**src/rtl/rot_enc_decoder.sv**
```systemverilog
`default_nettype none
// ============================================================================
// Module  : rot_enc_decoder
// Brief   : Rotary-encoder front end. Synchronises and debounces A/B/PB,
//           decodes quadrature into CW/CCW steps and keeps a wrapping
//           position count. Define ROT_DETENT4_EN for one step per detent.
// Revision: 1.0 - initial release
// ============================================================================
module rot_enc_decoder #(
    parameter int SYNC_STAGES     = 2,
    parameter int DEBOUNCE_CYCLES = 8,
    parameter int COUNT_W         = 8
) (
    input  logic               clk,
    input  logic               rst,
    input  logic               enc_a,
    input  logic               enc_b,
    input  logic               enc_pb,
    input  logic               pos_clr,
    output logic               step_cw,
    output logic               step_ccw,
    output logic               step_err,
    output logic [COUNT_W-1:0] pos,
    output logic               pb_level,
    output logic               pb_press
);

    localparam int               c_NCH      = 3;
    localparam int               c_CNT_W    = (DEBOUNCE_CYCLES > 1) ? $clog2(DEBOUNCE_CYCLES) : 1;
    localparam logic [c_CNT_W-1:0] c_CNT_LAST = c_CNT_W'(DEBOUNCE_CYCLES - 1);
    // Channel order {pb, b, a}: encoder idles on the 11 detent, button released.
    localparam logic [c_NCH-1:0] c_IDLE     = 3'b011;

    logic [c_NCH-1:0] w_raw;
    logic [c_NCH-1:0] w_deb;

    assign w_raw = {enc_pb, enc_b, enc_a};

    generate
        for (genvar g = 0; g < c_NCH; g++) begin : g_chan
            logic [SYNC_STAGES-1:0] r_sync;
            logic [c_CNT_W-1:0]     r_cnt;
            logic                   r_deb;
            logic                   w_sync;

            assign w_sync = r_sync[SYNC_STAGES-1];

            always_ff @(posedge clk or posedge rst) begin
                if (rst) begin
                    r_sync <= {SYNC_STAGES{c_IDLE[g]}};
                    r_cnt  <= '0;
                    r_deb  <= c_IDLE[g];
                end else begin
                    r_sync <= {r_sync[SYNC_STAGES-2:0], w_raw[g]};
                    if (w_sync == r_deb) begin
                        r_cnt <= '0;
                    end else if (r_cnt == c_CNT_LAST) begin
                        r_deb <= w_sync;
                        r_cnt <= '0;
                    end else begin
                        r_cnt <= r_cnt + c_CNT_W'(1);
                    end
                end
            end

            assign w_deb[g] = r_deb;
        end
    endgenerate

    // Quadrature state written {A,B}; CW walks 11 -> 01 -> 00 -> 10 -> 11.
    function automatic logic [1:0] f_cw_next(input logic [1:0] s);
        case (s)
            2'b11:   return 2'b01;
            2'b01:   return 2'b00;
            2'b00:   return 2'b10;
            default: return 2'b11;
        endcase
    endfunction

    logic [1:0] w_cur;
    logic [1:0] r_prev;
    logic       w_fwd;
    logic       w_rev;
    logic       w_err;
    logic       w_cw;
    logic       w_ccw;

    assign w_cur = {w_deb[0], w_deb[1]};
    assign w_fwd = (w_cur == f_cw_next(r_prev));
    assign w_rev = (r_prev == f_cw_next(w_cur));
    assign w_err = ((w_cur ^ r_prev) == 2'b11);

`ifdef ROT_DETENT4_EN
    logic signed [2:0] r_acc;
    logic signed [3:0] w_acc_ext;
    logic signed [3:0] w_delta;
    logic signed [3:0] w_acc_sum;
    logic              w_at_detent;

    // The sum is one bit wider so a full turn of +/-4 is visible before it wraps.
    assign w_acc_ext   = {r_acc[2], r_acc};
    assign w_delta     = w_fwd ? 4'sd1 : (w_rev ? -4'sd1 : 4'sd0);
    assign w_acc_sum   = w_acc_ext + w_delta;
    assign w_at_detent = (w_cur == 2'b11);
    assign w_cw        = w_fwd & w_at_detent & (w_acc_sum == 4'sd4);
    assign w_ccw       = w_rev & w_at_detent & (w_acc_sum == -4'sd4);

    always_ff @(posedge clk or posedge rst) begin
        if (rst) begin
            r_acc <= '0;
        end else if (w_err || ((w_fwd || w_rev) && w_at_detent)) begin
            r_acc <= '0;
        end else if (w_fwd || w_rev) begin
            r_acc <= w_acc_sum[2:0];
        end
    end
`else
    assign w_cw  = w_fwd;
    assign w_ccw = w_rev;
`endif

    logic               r_step_cw;
    logic               r_step_ccw;
    logic               r_step_err;
    logic [COUNT_W-1:0] r_pos;
    logic               r_pb_q;
    logic               r_pb_press;

    always_ff @(posedge clk or posedge rst) begin
        if (rst) begin
            r_prev     <= 2'b11;
            r_step_cw  <= 1'b0;
            r_step_ccw <= 1'b0;
            r_step_err <= 1'b0;
            r_pos      <= '0;
            r_pb_q     <= 1'b0;
            r_pb_press <= 1'b0;
        end else begin
            r_prev     <= w_cur;
            r_step_cw  <= w_cw;
            r_step_ccw <= w_ccw;
            r_step_err <= w_err;
            if (pos_clr) begin
                r_pos <= '0;
            end else if (w_cw) begin
                r_pos <= r_pos + COUNT_W'(1);
            end else if (w_ccw) begin
                r_pos <= r_pos - COUNT_W'(1);
            end
            r_pb_q     <= w_deb[2];
            r_pb_press <= w_deb[2] & ~r_pb_q;
        end
    end

    assign step_cw  = r_step_cw;
    assign step_ccw = r_step_ccw;
    assign step_err = r_step_err;
    assign pos      = r_pos;
    assign pb_level = w_deb[2];
    assign pb_press = r_pb_press;

endmodule
`default_nettype wire
```
**config.mk**
```make
export PLATFORM = sky130hd
export DESIGN_NAME = rot_enc_decoder
export DESIGN_NICKNAME = d
export VERILOG_FILES = /design/src/rtl/rot_enc_decoder.sv
export SDC_FILE = /design/constraint.sdc
export NUM_CORES = 1
export LEC_CHECK = 0
export CORE_MARGIN = 1
export CORE_UTILIZATION = 45
export DETAILED_ROUTE_END_ITERATION = 10
export PLACE_DENSITY = 0.67
export SLEW_MARGIN = 20
export SYNTH_ARGS = -nofsm -noshare
export SYNTH_HDL_FRONTEND = slang
export SYNTH_SLANG_ARGS = --single-unit
export TNS_END_PERCENT = 100
```
**constraint.sdc**
```tcl
create_clock -name clk -period 3.4 [get_ports clk]
set_input_delay 0.85 -clock clk [delete_from_list [all_inputs] [get_ports clk]]
set_output_delay 0.85 -clock clk [all_outputs]
set_load 0.05 [all_outputs]
```
## Word level (Yosys, flattened, before mapping)

Index checks and enable logic that the tools add are counted.

- Latch bits: 0
- Bits in writable memories: 0
- Bits in registers: 33
- Output and inout bits: 13
- Input port bits: 6
- Memories: 0
- ROM bits: 0
- Word-level logic and storage cells: 57

- Reductions and logical operators: 6
- Multiplexer cells: 11
- Add/subtract/negate cells: 5
- Equality and inequality tests: 13
- Divide/modulo/power cells: 0
- $lt $le $gt $ge: 0
- Bitwise logic cells: 6
- Shift-type cells: 0
- Multiply operators: 0

Operators by type and width:

| cell | number |
|---|---|
| two-way mux 8 bit | 3 |
| two-way mux 3 bit | 6 |
| case mux 2 bit (3 select lines) | 2 |
| adder 3 x 1 -> 3 bit (second input constant) | 3 |
| == test 3 bit (second input constant) | 3 |
| adder 8 x 1 -> 8 bit (second input constant) | 1 |
| subtractor 8 x 1 -> 8 bit (second input constant) | 1 |
| == test 2 bit (second input constant) | 3 |
| AND reduction 2 bit | 3 |
| == test 2 x 1 -> 1 bit (second input constant) | 2 |
| == test 2 bit | 2 |
| logical NOT 2 bit | 2 |
| NOT 1 bit | 4 |
| == test 1 bit | 3 |
| nonzero test 3 bit | 1 |
| bitwise XOR 2 bit | 1 |
| AND 1 bit | 1 |

## Logic depth before layout (Yosys ltp)

Gate-level depths: netlist of run 1.

- Depth in word-level cells: 6
- Mapped depth: 9
- Gate-level depth less buffers: 9

## Least setup slack after synthesis of run 1

Ideal clock, no wire load.

- Kind: reg-to-reg
- From: reg g_chan[0].r_deb
- To: reg r_pos[7] (netlist: pos[7])
- Path slack: 0.763 ns
- Cell stages (with the launch flop): 10
- Clock period less this slack: 2.637 ns
- Arrival time: 2.512 ns
- Required time: 3.275 ns
- Setup time: 0.125 ns
- Path buffers: 0
- Path through: dfstp_2 -> xnor2_1 -> nor2_1 -> inv_1 -> ha_1 -> a21o_1 -> a21oi_1 -> o31a_4 -> mux2_4 -> mux2_4

- Elaborated cells on any way between the ends: 9
- Those cells by class: 4 x eq/ne; 3 x mux; 2 x reduce/logical

RTL lines:

| what | RTL line | text |
|---|---|---|
| start, declared | 43 | `logic r_deb;` |
| start signal, assigned | 52 | `r_deb <= c_IDLE[g];` |
| start signal, assigned | 58 | `r_deb <= w_sync;` |
| == test 2 bit (*) | 89 | `assign w_fwd = (w_cur == f_cw_next(r_prev));` |
| net w_cw | 85 | `logic w_cw;` |
| two-way mux 8 bit | 145 | `end else if (w_cw) begin` |
| two-way mux 8 bit | 143 | `if (pos_clr) begin` |
| end signal, assigned | 146 | `r_pos <= r_pos + COUNT_W'(1);` |
| end signal, assigned | 148 | `r_pos <= r_pos - COUNT_W'(1);` |
| end, declared | 125 | `logic [COUNT_W-1:0] r_pos;` |

Mark *: on every way through the listed nets, which the timed path passes. The rest lies on a longest branch.
A chain may end at the register's enable or synchronous reset.

## Worst setup path in the final report of run 1

Ends and elaborated chain as after synthesis.

==> impl_summary.log, run 1 <==
INFO  metric outcome = finished, final reports clean
INFO  metric gr-usage-met1 = 18.2%
INFO  metric setup.worst_path.class = reg2reg
INFO  metric dr.first_iter.drc_count = 9
INFO  metric postLayoutCoreUtil = around three fifths
INFO  metric rr_worst_depth = 9
INFO  metric grtUsageMet2 = 25.9%
INFO  metric clk-insertion-delay-late = 0.32 ns
INFO  metric synth-compound-area-share = between 8 and 9%
INFO  metric cts_repair_resize_count = 0
INFO  metric cts_inserted_buffers = 5
INFO  metric floorplan.rows = 20
INFO  metric tightest_slew = approximately 0.55 ns
INFO  metric final_sum_of_negative_setup_slack = 0 ns
INFO  metric floorplan.io_pins = 19
INFO  metric setup_ws = around 0.51 ns
INFO  metric post_synth_xor_area_fraction = under 10%
INFO  metric maxSlewHeadroom = a little under two thirds
INFO  metric max_slew_violation_count = 0
INFO  metric slowest_stage = sky130_fd_sc_hd__dfstp_2
INFO  metric drtAntennaViolNets = 0
INFO  metric main_combinational_cell_family_by_area_after_synthesis = simple AND/OR/NAND/NOR gates
INFO  metric final_layout_size_suffix_gt1_share = 18.1%
INFO  metric hold_viol = 0
INFO  metric detailedPlacementHpwl = between 1.5 and 2 mm
INFO  metric globalRouteTotalUtil = ~16%
INFO  metric number_of_antenna_violations_at_the_first_check_in_global_routing = 0
INFO  metric grtUsageMet3 = roughly 3.9%
INFO  metric largest_net_degree_at_the_start_of_global_routing = 19
INFO  metric multi_input_area = about 670 sq um
INFO  metric synth_mux_area_share = 4.17%
INFO  metric route.detailed.drc = 0
INFO  metric setup_violators_final = 0
INFO  metric wirelength = 2.26 mm
INFO  metric maxClockFrequency = 346 MHz
INFO  metric path_max_fanout = 6
INFO  metric synthDominantCellAreaShare = between 40% and 50%
INFO  metric post_synth_and_or_nand_nor_area_fraction = around 13%
INFO  metric gp_congestion = slightly above 0.8
INFO  metric timing.final.crit_share = a little under nine tenths
INFO  metric synth_top_cells_by_area = sky130_fd_sc_hd__dfrtp_1 41%, sky130_fd_sc_hd__dfstp_2 14%, sky130_fd_sc_hd__ha_1 9.8%
INFO  metric routed-via-count = between 900 and 1000
INFO  metric wl_per_cell = between 10 and 15 um
INFO  metric critPathMaxStageDelay = ~0.61 ns
INFO  metric critical_path_arrival = just over 3 ns
INFO  metric routed_via_density = a little under 5
INFO  metric postSynthCellCount = between 100 and 150
INFO  metric timing.critical_path.mode_cell = sky130_fd_sc_hd__mux2_4
INFO  metric post_synth_instance_area = between 0.0015 and 0.002 sq mm
INFO  metric cts.sink_count = 33
INFO  metric synth_warnings = 0
INFO  metric start_util = roughly 49%
INFO  metric finClkSkew = 0.00623 ns
INFO  metric netlist-cell-type-count = 32
INFO  metric hp-class = reg2reg
INFO  metric pre_cts_slack = approximately 0.52 ns
INFO  metric sort_of_element_at_the_end_of_the_critical_path = flip-flop
INFO  metric finalWorstPathRequiredPeriod = ~2.9 ns
INFO  metric grt_first_pass_wirelength = 4.08 mm
INFO  metric fin_nets = 167
INFO  metric hold_buffers = 0
INFO  metric dieArea = 0.00364 sq mm
INFO  metric final-seq-area = roughly 840 sq um
INFO  metric critical_path.startpoint_type = flip-flop
INFO  metric port-buffer-count = 18
INFO  metric pre_repair_dr_iteration_count = 4
INFO  metric synth_sequential_area_ratio = 54.6%
INFO  metric rsz0062_at_grt = no
INFO  metric global_route.peak_usage_layer = met2
INFO  metric max-cap-violations = 0
INFO  metric insertedDiodeCount = 0
INFO  metric clock_tree.buffer_depth = 2
INFO  metric dieWidth = between 60 and 70 um
INFO  metric core = roughly 0.0031 sq mm
INFO  metric clkSlewWorstSetupHoldPaths = roughly 0.10 ns
INFO  metric cts_tree = yes
INFO  metric syn_to_final_growth = 21.2%
INFO  metric synth_nets = around 140
INFO  metric worstPathCellList = xnor2_1 -> nor2_1 -> inv_1 -> ha_1 -> a21o_1 -> a21oi_1 -> o31a_4 -> mux2_4 -> mux2_4
INFO  metric globalRouteOverflowTotal = 0
INFO  metric synth_area_leader_cell = sky130_fd_sc_hd__dfrtp_1
INFO  metric cts_root_buffer = sky130_fd_sc_hd__clkbuf_4
INFO  metric post_cts_setup_buffers = 0
INFO  metric filler_cell_count = around 250
INFO  metric dieHeight = 60.3 um
INFO  metric synth_adder_area_share = between 10 and 15%
INFO  metric htree_num_levels = 2
INFO  metric syn-mean-instance-area = 12.4 sq um
INFO  metric worst_ep_required_time = around 3.6 ns
INFO  metric worstHoldPathCells = 0
INFO  metric synth_seq_cells = 33
INFO  metric via_count_of_the_first_global_routing_pass = roughly 980
-- state kept, by name (all words and copies together) (netlist names) --
register,count
step_err,1
step_cw,1
g_chan.r_deb,2
pb_press,1
step_ccw,1
g_chan.r_sync,6
r_prev,2
pb_level,1
pos,8
r_pb_q,1
g_chan.r_cnt,9
-- worst max-delay path: cells and delay by family (launching register included) --
family	cells	cell delay [ns]
flops	1	0.61
xor+xnor	1	0.08
fa+ha+maj	1	0.32
buf+inv	1	0.22
simple gates	1	0.34
mux	2	0.60
compound gates	3	0.63
-- synthesized netlist by cell type (all sizes together) --
cell / n
nor3: 4
o21a: 2
nand3b: 1
a21oi: 7
dfstp: 8
clkbuf: 1
nor2: 11
fa: 1
xnor2: 6
nand3: 1
and2: 5
dfrtp: 25
a211oi: 2
nand2: 5
o31a: 1
xor2: 4
nand2b: 2
a2111oi: 1
inv: 5
nor3b: 3
mux2: 5
o311ai: 1
ha: 12
a21o: 1
o21ai: 4
nor2b: 4
or3: 1
-- layout by cell type (no fill, tap or decap), types with 2 or more instances in the layout --
master,instances
sky130_fd_sc_hd__mux2_4,2
sky130_fd_sc_hd__and2_1,5
sky130_fd_sc_hd__nor3_1,4
sky130_fd_sc_hd__xnor2_2,3
sky130_fd_sc_hd__nor3b_1,3
sky130_fd_sc_hd__nand2_1,5
sky130_fd_sc_hd__xnor2_1,3
sky130_fd_sc_hd__o21ai_0,3
sky130_fd_sc_hd__nor2b_1,4
sky130_fd_sc_hd__dfrtp_1,25
sky130_fd_sc_hd__nand2b_1,2
sky130_fd_sc_hd__a211oi_1,2
sky130_fd_sc_hd__inv_1,5
sky130_fd_sc_hd__o21a_1,2
sky130_fd_sc_hd__dfstp_2,8
sky130_fd_sc_hd__clkbuf_4,5
sky130_fd_sc_hd__ha_1,12
sky130_fd_sc_hd__nor2_1,10
sky130_fd_sc_hd__xor2_1,3
sky130_fd_sc_hd__mux2_2,3
sky130_fd_sc_hd__clkdlybuf4s50_1,18
sky130_fd_sc_hd__a21oi_1,7
-- metal layers --
| metal | up-vias | wire length (um) |
|---|---|---|
| li1 | 473 | - |
| met1 | 443 | 1050 |
| met2 | 18 | 1100 |
| met3 | 5 | 72 |
| met4 | 0 | 37 |
| met5 | - | 0 |
-- final timing paths --
kind	slack, ns	end	startpoint
setup / recovery	0.51	pos[7]	g_chan[0].r_deb
hold / removal	0.36	g_chan[2].r_sync[1]	g_chan[2].r_sync[0]
setup reg to reg	0.51	pos[7]	g_chan[0].r_deb
hold reg to reg	0.36	g_chan[2].r_sync[1]	g_chan[2].r_sync[0]
max in group asynchronous	1.90	pos[6]	rst
min in group asynchronous	0.86	g_chan[1].r_cnt[2]	rst
-- metrics by stage --
stage               cells  hold slack [ns]  instance area, sq um
floorplan             123            0.331                  1530
global placement      185            0.335                  1770
detailed placement    185            0.335                  1770
CTS                   193            0.356                  1850
global route          193            0.366                  1850
finish                193            0.358                  1850
-- logic make-up (layout without fill, tap and decap cells) --
group	Yosys count	after routing
buffers and inverters	6	32
multiplexers	5	5
adder cells (fa/ha/maj)	13	13
AO/OA/AOI/OAI	19	19
AND/OR/NAND/NOR	37	37
XOR/XNOR	10	10
flip-flops	33	33
-- cell type report --
class                           instances  share of cell area [%]
Clock inverter                          1                    1.62
Clock buffer                            7                    2.97
Tap cell                               44                    2.97
Sequential cell                        33                    45.1
Inverter                                5                    1.01
Timing Repair Buffer                   19                    10.1
Multi-Input combinational cell         84                    36.2
Power of run 1 is left out: the tool's default activity adds up to more than one toggle a clock period on the data nets, which glitch-free logic cannot reach.
==> run 2, diff against run 1 <==
Settings changed: TNS_END_PERCENT 100 to 30.
Clock period 3.4 ns to 3.7 ns, I/O delays scaled along.
==> run 2 against run 1 <==
  * Worst setup slack gained 0.29 ns
  * Non-clock buffer count is the same
  * Routed wire length up 4.9%
  * Flip-flop and latch count unchanged
  * Maximum frequency shrank 0.51%
  * Die area did not move
  * Utilization unchanged
  * Clock-buffer cell count unchanged
  * Via count increased by 1.8%
  * Critical path type unchanged
==> impl_summary.log, run 2 (synthesis results as in run 1) <==
INFO  metric clkSlewWorstSetupHoldPaths = ~0.10 ns
INFO  metric setup_violators_final = 0
INFO  metric final_sum_of_negative_setup_slack = 0 ns
INFO  metric filler_cell_count = approximately 260
INFO  metric setup.worst_path.class = reg2reg
INFO  metric rr_worst_depth = 9
INFO  metric tightest_slew = between 0.5 and 0.6 ns
INFO  metric start_util = 48.9%
INFO  metric design_area = ~0.0019 sq mm
INFO  metric most_common_cell_after_layout_fill_and_taps_aside = sky130_fd_sc_hd__dfrtp_1
INFO  metric number_of_antenna_violations_at_the_first_check_in_global_routing = 0
INFO  metric final_layout_size_suffix_gt1_share = ~18%
INFO  metric grt_first_pass_wirelength = 4.00 mm
INFO  metric cts_inserted_buffers = 5
INFO  metric final-seq-area = approximately 840 sq um
INFO  metric registers.top_by_ff_count = g_chan.r_cnt
INFO  metric finClkSkew = ~0.0036 ns
INFO  metric maxSlewHeadroom = a little over three fifths
INFO  metric maxClockFrequency = around 340 MHz
INFO  metric via_count_of_the_first_global_routing_pass = between 900 and 1000
INFO  metric syn_to_final_growth = 21.2%
INFO  metric pre_cts_slack = 0.806 ns
INFO  metric drtAntennaViolNets = 0
INFO  metric fin_nets = about 170
INFO  metric worst_hold_path.endpoint = g_chan[0].r_sync[1]
INFO  metric worstHoldPathCells = 0
INFO  metric clock_tree.buffer_depth = 2
INFO  metric sort_of_element_at_the_end_of_the_critical_path = flip-flop
INFO  metric critical_path.startpoint_type = flip-flop
INFO  metric dieWidth = a little over 60 um
INFO  metric max_slew_violation_count = 0
INFO  metric globalRouteOverflowTotal = 0
INFO  metric largest_net_degree_at_the_start_of_global_routing = 19
INFO  metric wirelength = ~2.4 mm
INFO  metric worst_ep_required_time = between 3 and 4 ns
INFO  metric insertedDiodeCount = 0
INFO  metric floorplan.io_pins = 19
INFO  metric gp_congestion = around 0.81
INFO  metric rsz0062_at_grt = no
INFO  metric r2r_start = g_chan[0].r_deb
INFO  metric cts_repair_resize_count = 0
INFO  metric pre_repair_dr_iteration_count = 5
INFO  metric finalWorstPathRequiredPeriod = 2.91 ns
INFO  metric setup_ws = 0.794 ns
INFO  metric multi_input_area = around 670 sq um
INFO  metric core = between 0.003 and 0.004 sq mm
INFO  metric most-common-layout-cells = 25 x sky130_fd_sc_hd__dfrtp_1, 18 x sky130_fd_sc_hd__clkdlybuf4s50_1, 12 x sky130_fd_sc_hd__ha_1, 10 x sky130_fd_sc_hd__nor2_1, 8 x sky130_fd_sc_hd__dfstp_2
INFO  metric hold_path.startpoint = g_chan[0].r_sync[0]
INFO  metric wl_per_cell = roughly 12 um
INFO  metric routed-via-count = about 960
INFO  metric r2r_slack = between 0.7 and 0.8 ns
INFO  metric hold_buffers = 0
INFO  metric floorplan.rows = 20
INFO  metric detailedPlacementHpwl = about 1.8 mm
INFO  metric postLayoutCoreUtil = between 50% and 60%
INFO  metric post_cts_setup_buffers = 0
INFO  metric max-cap-violations = 0
INFO  metric worstReg2RegEnd = pos[7]
INFO  metric dr.first_iter.drc_count = 37
INFO  metric hp-class = reg2reg
INFO  metric dieArea = around 0.0036 sq mm
INFO  metric timing.final.crit_share = about four fifths
INFO  metric dieHeight = slightly above 60 um
INFO  metric cts_root_buffer = sky130_fd_sc_hd__clkbuf_4
INFO  metric path_max_fanout = 6
INFO  metric globalRouteTotalUtil = between 15 and 20%
INFO  metric htree_num_levels = 2
INFO  metric cts_tree = yes
INFO  metric placed_cell_area = about 0.0018 sq mm
INFO  metric port-buffer-count = 18
INFO  metric clk-insertion-delay-late = approximately 0.32 ns
INFO  metric routed_via_density = 4.95
INFO  metric critical_path_arrival = between 3 and 4 ns
INFO  metric outcome = finished, final reports clean
INFO  metric largest_register_ffs = 9
INFO  metric route.detailed.drc = 0
INFO  metric hold_viol = 0
INFO  metric cts.sink_count = 33
run 2: cell counts in the layout (fill, tap and decap cells not counted):
Identical to the previous run, type by type.
run 2: through the flow:
step                      instances  hold slack, ns
after detailed placement        185           0.337
final                           193           0.363
after floorplan                 123           0.331
after global routing            193           0.366
after CTS                       193           0.360
after global placement          185           0.336
run 2: per-layer routing:
layer  track usage (%)  up-vias  routed length [um]
met4              10.3        0                  60
met3              5.19        9                 108
li1                  -      469                   -
met1              16.9      456                1060
met5                 0        -                   0
met2              25.9       22                1140
run 2: area by class of cell:
type | count | area share [%]
well taps | 44 | 2.97
inverters | 5 | 1.01
clock buffers | 7 | 2.97
multi-input cells | 84 | 36.2
flip-flops and latches | 33 | 45.1
clock inverters | 1 | 1.62
repair buffers | 19 | 10.1
run 2: worst max-delay path by stage:
| stage | from | to | slack [ns] | depth (start not counted) |
|---|---|---|---|---|
| final | g_chan[0].r_deb | pos[7] | 0.79 | 9 |
| after detailed placement | g_chan[0].r_deb | pos[7] | 0.81 | 9 |
| after global placement | g_chan[0].r_deb | pos[7] | 0.90 | 9 |
| after global routing | g_chan[0].r_deb | pos[7] | 0.65 | 9 |
| after floorplan | g_chan[0].r_deb | pos[7] | 1.06 | 9 |
| after CTS | g_chan[0].r_deb | pos[7] | 0.78 | 9 |
run 2: critical path: stages, from the launching register on:
cell                      delay [ns]
sky130_fd_sc_hd__dfstp_2        0.61
sky130_fd_sc_hd__xnor2_1        0.08
sky130_fd_sc_hd__nor2_1         0.35
sky130_fd_sc_hd__inv_1          0.22
sky130_fd_sc_hd__ha_1           0.31
sky130_fd_sc_hd__a21o_1         0.15
sky130_fd_sc_hd__a21oi_1        0.29
sky130_fd_sc_hd__o31a_4         0.20
sky130_fd_sc_hd__mux2_4         0.30
sky130_fd_sc_hd__mux2_4         0.29
Power of run 2 is left out for the same reason.
==> run 3, diff against run 2 <==
Clock period 3.7 ns to 2.8 ns, I/O delays scaled along.
==> run 3 against run 2 <==
  * Register-to-register slack got worse by 0.55 ns
  * Cell count increased by 1.0%
  * Via count decreased by 2.6%
  * First-iteration DRC count fell by 11%
  * Cell area down 1.0%
  * Non-clock buffer count rose by 2
  * Maximum frequency up 13%
  * Hold slack got worse by 0.011 ns
  * Flip-flop and latch count did not move
==> impl_summary.log, run 3 (synthesis results as in run 1) <==
INFO  metric timing.final.crit_share = just over 90%
INFO  metric critical_path.startpoint_type = flip-flop
INFO  metric rsz0062_at_grt = no
INFO  metric hold_path.startpoint = g_chan[2].r_sync[0]
INFO  metric fin_nets = roughly 170
INFO  metric htree_num_levels = 2
INFO  metric most_common_cell_after_layout_fill_and_taps_aside = sky130_fd_sc_hd__dfrtp_1
INFO  metric finalWorstPathRequiredPeriod = ~2.6 ns
INFO  metric maxSlewHeadroom = around two thirds
INFO  metric final_sum_of_negative_setup_slack = 0 ns
INFO  metric cts.sink_count = 33
INFO  metric insertedDiodeCount = 0
INFO  metric start_util = roughly half
INFO  metric setup.worst_path.class = reg2reg
INFO  metric cts_repair_resize_count = 0
INFO  metric max-cap-violations = 0
INFO  metric finClkSkew = 0.00837 ns
INFO  metric grtUsageMet3 = 5.19%
INFO  metric clkSlewWorstSetupHoldPaths = approximately 0.09 ns
INFO  metric core = 0.00313 sq mm
INFO  metric grt_first_pass_wirelength = a little under 4 mm
INFO  metric gr-usage-met1 = a little under a fifth
INFO  metric setup_violators_final = 0
INFO  metric r2r_slack = 0.24 ns
INFO  metric number_of_antenna_violations_at_the_first_check_in_global_routing = 0
INFO  metric globalRouteOverflowTotal = 0
INFO  metric tightest_slew = approximately 0.51 ns
INFO  metric worst_ep_required_time = roughly 3.0 ns
INFO  metric hold_viol = 0
INFO  metric largest_net_degree_at_the_start_of_global_routing = 34
INFO  metric dieArea = ~0.0036 sq mm
INFO  metric floorplan.io_pins = 19
INFO  metric drtAntennaViolNets = 0
INFO  metric dr.first_iter.drc_count = 33
INFO  metric rr_worst_depth = 9
INFO  metric gp_congestion = between 0.8 and 0.9
INFO  metric clock_tree.buffer_depth = 2
INFO  metric registers.top_by_ff_count = g_chan.r_cnt
INFO  metric most-common-layout-cells = 25 x sky130_fd_sc_hd__dfrtp_1, 18 x sky130_fd_sc_hd__clkdlybuf4s50_1, 12 x sky130_fd_sc_hd__ha_1, 10 x sky130_fd_sc_hd__nor2_1, 8 x sky130_fd_sc_hd__dfstp_2
INFO  metric syn_to_final_growth = 20.0%
INFO  metric hold_buffers = 0
INFO  metric cts_root_buffer = sky130_fd_sc_hd__clkbuf_4
INFO  metric path_max_fanout = 6
INFO  metric final_layout_size_suffix_gt1_share = 19.2%
INFO  metric outcome = finished, final reports clean
INFO  metric routed-via-count = just over 900
INFO  metric via_count_of_the_first_global_routing_pass = roughly 900
INFO  metric worstReg2RegEnd = pos[7]
INFO  metric wirelength = ~2.2 mm
INFO  metric r2r_start = g_chan[0].r_deb
INFO  metric cts_tree = yes
INFO  metric cts_inserted_buffers = 5
INFO  metric dieHeight = ~60 um
INFO  metric maxClockFrequency = about 390 MHz
INFO  metric route.detailed.drc = 0
INFO  metric routed_via_density = between 4 and 5
INFO  metric wl_per_cell = around 11 um
INFO  metric dieWidth = 60.3 um
INFO  metric global_route.peak_usage_layer = met2
INFO  metric sort_of_element_at_the_end_of_the_critical_path = flip-flop
INFO  metric post_cts_setup_buffers = 0
INFO  metric port-buffer-count = 18
INFO  metric critical_path_arrival = ~2.8 ns
INFO  metric worst_hold_path.endpoint = g_chan[2].r_sync[1]
INFO  metric globalRouteTotalUtil = between 10% and 20%
INFO  metric max_slew_violation_count = 0
INFO  metric detailedPlacementHpwl = about 1.6 mm
INFO  metric clk-insertion-delay-late = about 0.33 ns
INFO  metric grtUsageMet2 = between 20% and 30%
INFO  metric worstHoldPathCells = 0
INFO  metric floorplan.rows = 20
INFO  metric hp-class = reg2reg
INFO  metric largest_register_ffs = 9
INFO  metric pre_repair_dr_iteration_count = 4
-- run 3: changes by cell type in the layout (fill, tap and decap cells not counted), sizes merged --
cell	before	now
clkbuf	7	6
bufinv	1	0
buf	1	3
clkinv	0	2
-- run 3: cell type report --
cell class | count | area [sq um]
Fill cell | 265 | 1290
Sequential cell | 33 | 836
Multi-Input combinational cell | 84 | 672
Timing Repair Buffer | 21 | 203
Tap cell | 44 | 55.1
Clock buffer | 6 | 41.3
Inverter | 5 | 18.8
Clock inverter | 2 | 10.0
-- run 3: critical path, cell delays in order, from the launching register on --
cell and delay [ns]:
sky130_fd_sc_hd__dfstp_2 0.61, sky130_fd_sc_hd__xnor2_1 0.08, sky130_fd_sc_hd__nor2_1 0.14, sky130_fd_sc_hd__inv_1 0.13, sky130_fd_sc_hd__ha_1 0.30, sky130_fd_sc_hd__a21o_1 0.15
sky130_fd_sc_hd__a21oi_1 0.27, sky130_fd_sc_hd__o31a_4 0.19, sky130_fd_sc_hd__mux2_4 0.29, sky130_fd_sc_hd__mux2_4 0.29
-- run 3: worst max path at each step --
stage,end,cells after the start,startpoint
final,pos[7],9,g_chan[0].r_deb
after global routing,pos[7],9,g_chan[1].r_deb
after CTS,pos[7],9,g_chan[0].r_deb
after detailed placement,pos[7],9,g_chan[0].r_deb
after global placement,pos[7],9,g_chan[0].r_deb
after floorplan,pos[7],9,g_chan[0].r_deb
-- run 3: through the flow --
step           utilization (%)  setup WS (ns)  instance area, sq um  cells  hold slack (ns)
6_report                  58.7          0.239                  1840    195            0.352
5_1_grt                   58.7         0.0815                  1840    195            0.366
4_1_cts                   58.7          0.225                  1840    195            0.360
3_5_place_dp              57.0          0.240                  1780    187            0.338
3_3_place_gp              57.0          0.274                  1780    187            0.334
2_1_floorplan                -          0.163                  1530    123            0.331
-- run 3: routing by layer --
metal	vias up	part of all wire, %
li1	474	-
met1	432	47
met2	17	46
met3	8	4.2
met4	0	2.2
met5	-	0
Power of run 3 is left out for the same reason.
==> variant (flow settings as in run 3) <==
Set the parameter `DEBOUNCE_CYCLES` to 16 (it was 8).
--- a/src/rtl/rot_enc_decoder.sv
+++ b/src/rtl/rot_enc_decoder.sv
@@ -8,7 +8,7 @@
 // ============================================================================
 module rot_enc_decoder #(
     parameter int SYNC_STAGES     = 2,
-    parameter int DEBOUNCE_CYCLES = 8,
+    parameter int DEBOUNCE_CYCLES = 16,
     parameter int COUNT_W         = 8
 ) (
     input  logic               clk,
Function: same outputs for any inputs over 10 cycles, from zero or initial values and one cycle with rst high; that may be too few to reach the edited logic, so the function may still have changed.
==> variant against run 3 <==
  * Worst setup slack better by 4.4 ps
  * Sequential cell count rose by 3
  * Final area increased by 11%
  * Non-clock buffer count increased by 1
  * Count of clock-buffer cells in the layout unchanged
  * Critical path type unchanged
  * Worst hold slack barely moved
  * Final cell count rose by 13%
  * Routed wire length is 30% higher
  * Synthesized area grew 9.7%
  * Via count is 28% higher
==> variant: results <==
metrics = {
    "power": {
        "p_seq_w": 0.000552,
        "power.density_cell_area_nw_per_um2": 509.2,
    },
    "layout": {
        "drive_gt1_frac": 0.1494,
        "num-fill-cells": 303,
        "fin_nets": 189,
        "largest_register_ffs": 12,
        "multi_input_comb_area_sq_um": 723.2,
        "stdcell_count": 220,
    },
    "clock_network": {
        "clockBufferDepth": 2,
        "cts_made_buffers": 5,
        "clk_latency_ps": 280,
        "root_buffer": "clkbuf_8",
        "clk_pin_slew_worst_paths_ps": 70,
        "cts.repair_timing.setup_buffer_count": 0,
    },
    "logic_synthesis": {
        "synth_area_per_cell_sq_um": 11.50,
        "synthDistinctLibCells": 34,
        "synth_area_leaders": "dfrtp_1, dfstp_2, ha_1",
        "ys_seq_elements": 36,
        "synth_top_cells_by_count": "dfrtp_1, nor2_1, a21oi_1",
        "synth_fp_nets": 162,
        "synth.yosys.warnings": 0,
        "ys_seq_area_frac": 0.5425,
    },
    "setup_path": {
        "regToRegStartpoint": "g_chan[1].r_deb$_DFFE_PP1P_",
        "ff2ff_setup_slack_ps": 240,
        "worst_setup_endpoint": "pos[6]$_DFFE_PP0P_",
        "worst-path-max-fanout": 5,
        "crit_path_top_delay_cell": "dfstp_2",
        "critPathKind": "reg2reg",
        "worstPathArrival_ps": 2720,
        "r2r.worst_path.cells": 8,
    },
    "timing": {
        "post-route-period-util": 0.9130,
        "hold_slack_ps": 352.2,
        "max_slew.worst_pin.slew_ps": 494.6,
        "worst_clock_skew_ps": 3.276,
    },
    "grt": {
        "gr_util_met1": 0.1716,
        "met2_usage": 0.3091,
        "met3_resource_use_gr": 0.04891,
        "first_global_vias": 1224,
        "grt_first_pass_wirelength_um": 5154,
        "track_usage": 0.1686,
        "grt_max_degree": 37,
    },
    "drt": {
        "post_drt_via_cell_ratio": 5.405,
        "wire_per_inst_um": 12.82,
        "post_route_met1_wirelength_um": 1192,
        "route.met2.wl_um": 1470,
        "drt-initial-drc-count": 49,
        "detailroute.wirelength.met3_um": 105,
    },
    "place": {
        "gpl.final_weighted_congestion": 0.8818,
        "postPlaceCellArea_sq_um": 1936,
        "post-place-ws_ps": 259.8,
        "detailed_place_hpwl_um": 2090,
        "count_of_input_and_output_buffers": 18,
        "placedCellCount": 212,
    },
    "status": {
        "outcome": "complete, no violations",
    },
}
## variant: worst register-to-register path: cells and delay by family (launching register included)
family,cells,cell delay [ps]
AND/OR/NAND/NOR,2,370
XOR/XNOR,1,170
adder cells (fa/ha/maj),1,360
flip-flops,1,600
AO/OA/AOI/OAI,4,940
## variant: logic make-up after synthesis
logic type	count (synthesis)	share of synthesized area
muxes	4	0.02608
and+or+nand+nor	44	0.1431
buffers and inverters	11	0.02682
DFF	36	0.5425
AOI/OAI and AO/OA	29	0.1066
adders and majority gates	10	0.07899
xor gates and xnor gates	12	0.07601
## variant: area by class of cell
type	instances	share of cell area
repair buffers	22	0.1029
flip-flops and latches	36	0.4458
multi-input cells	99	0.3539
inverters	9	0.01653
clock buffers	6	0.03552
clock inverters	2	0.01715
well taps	46	0.02817
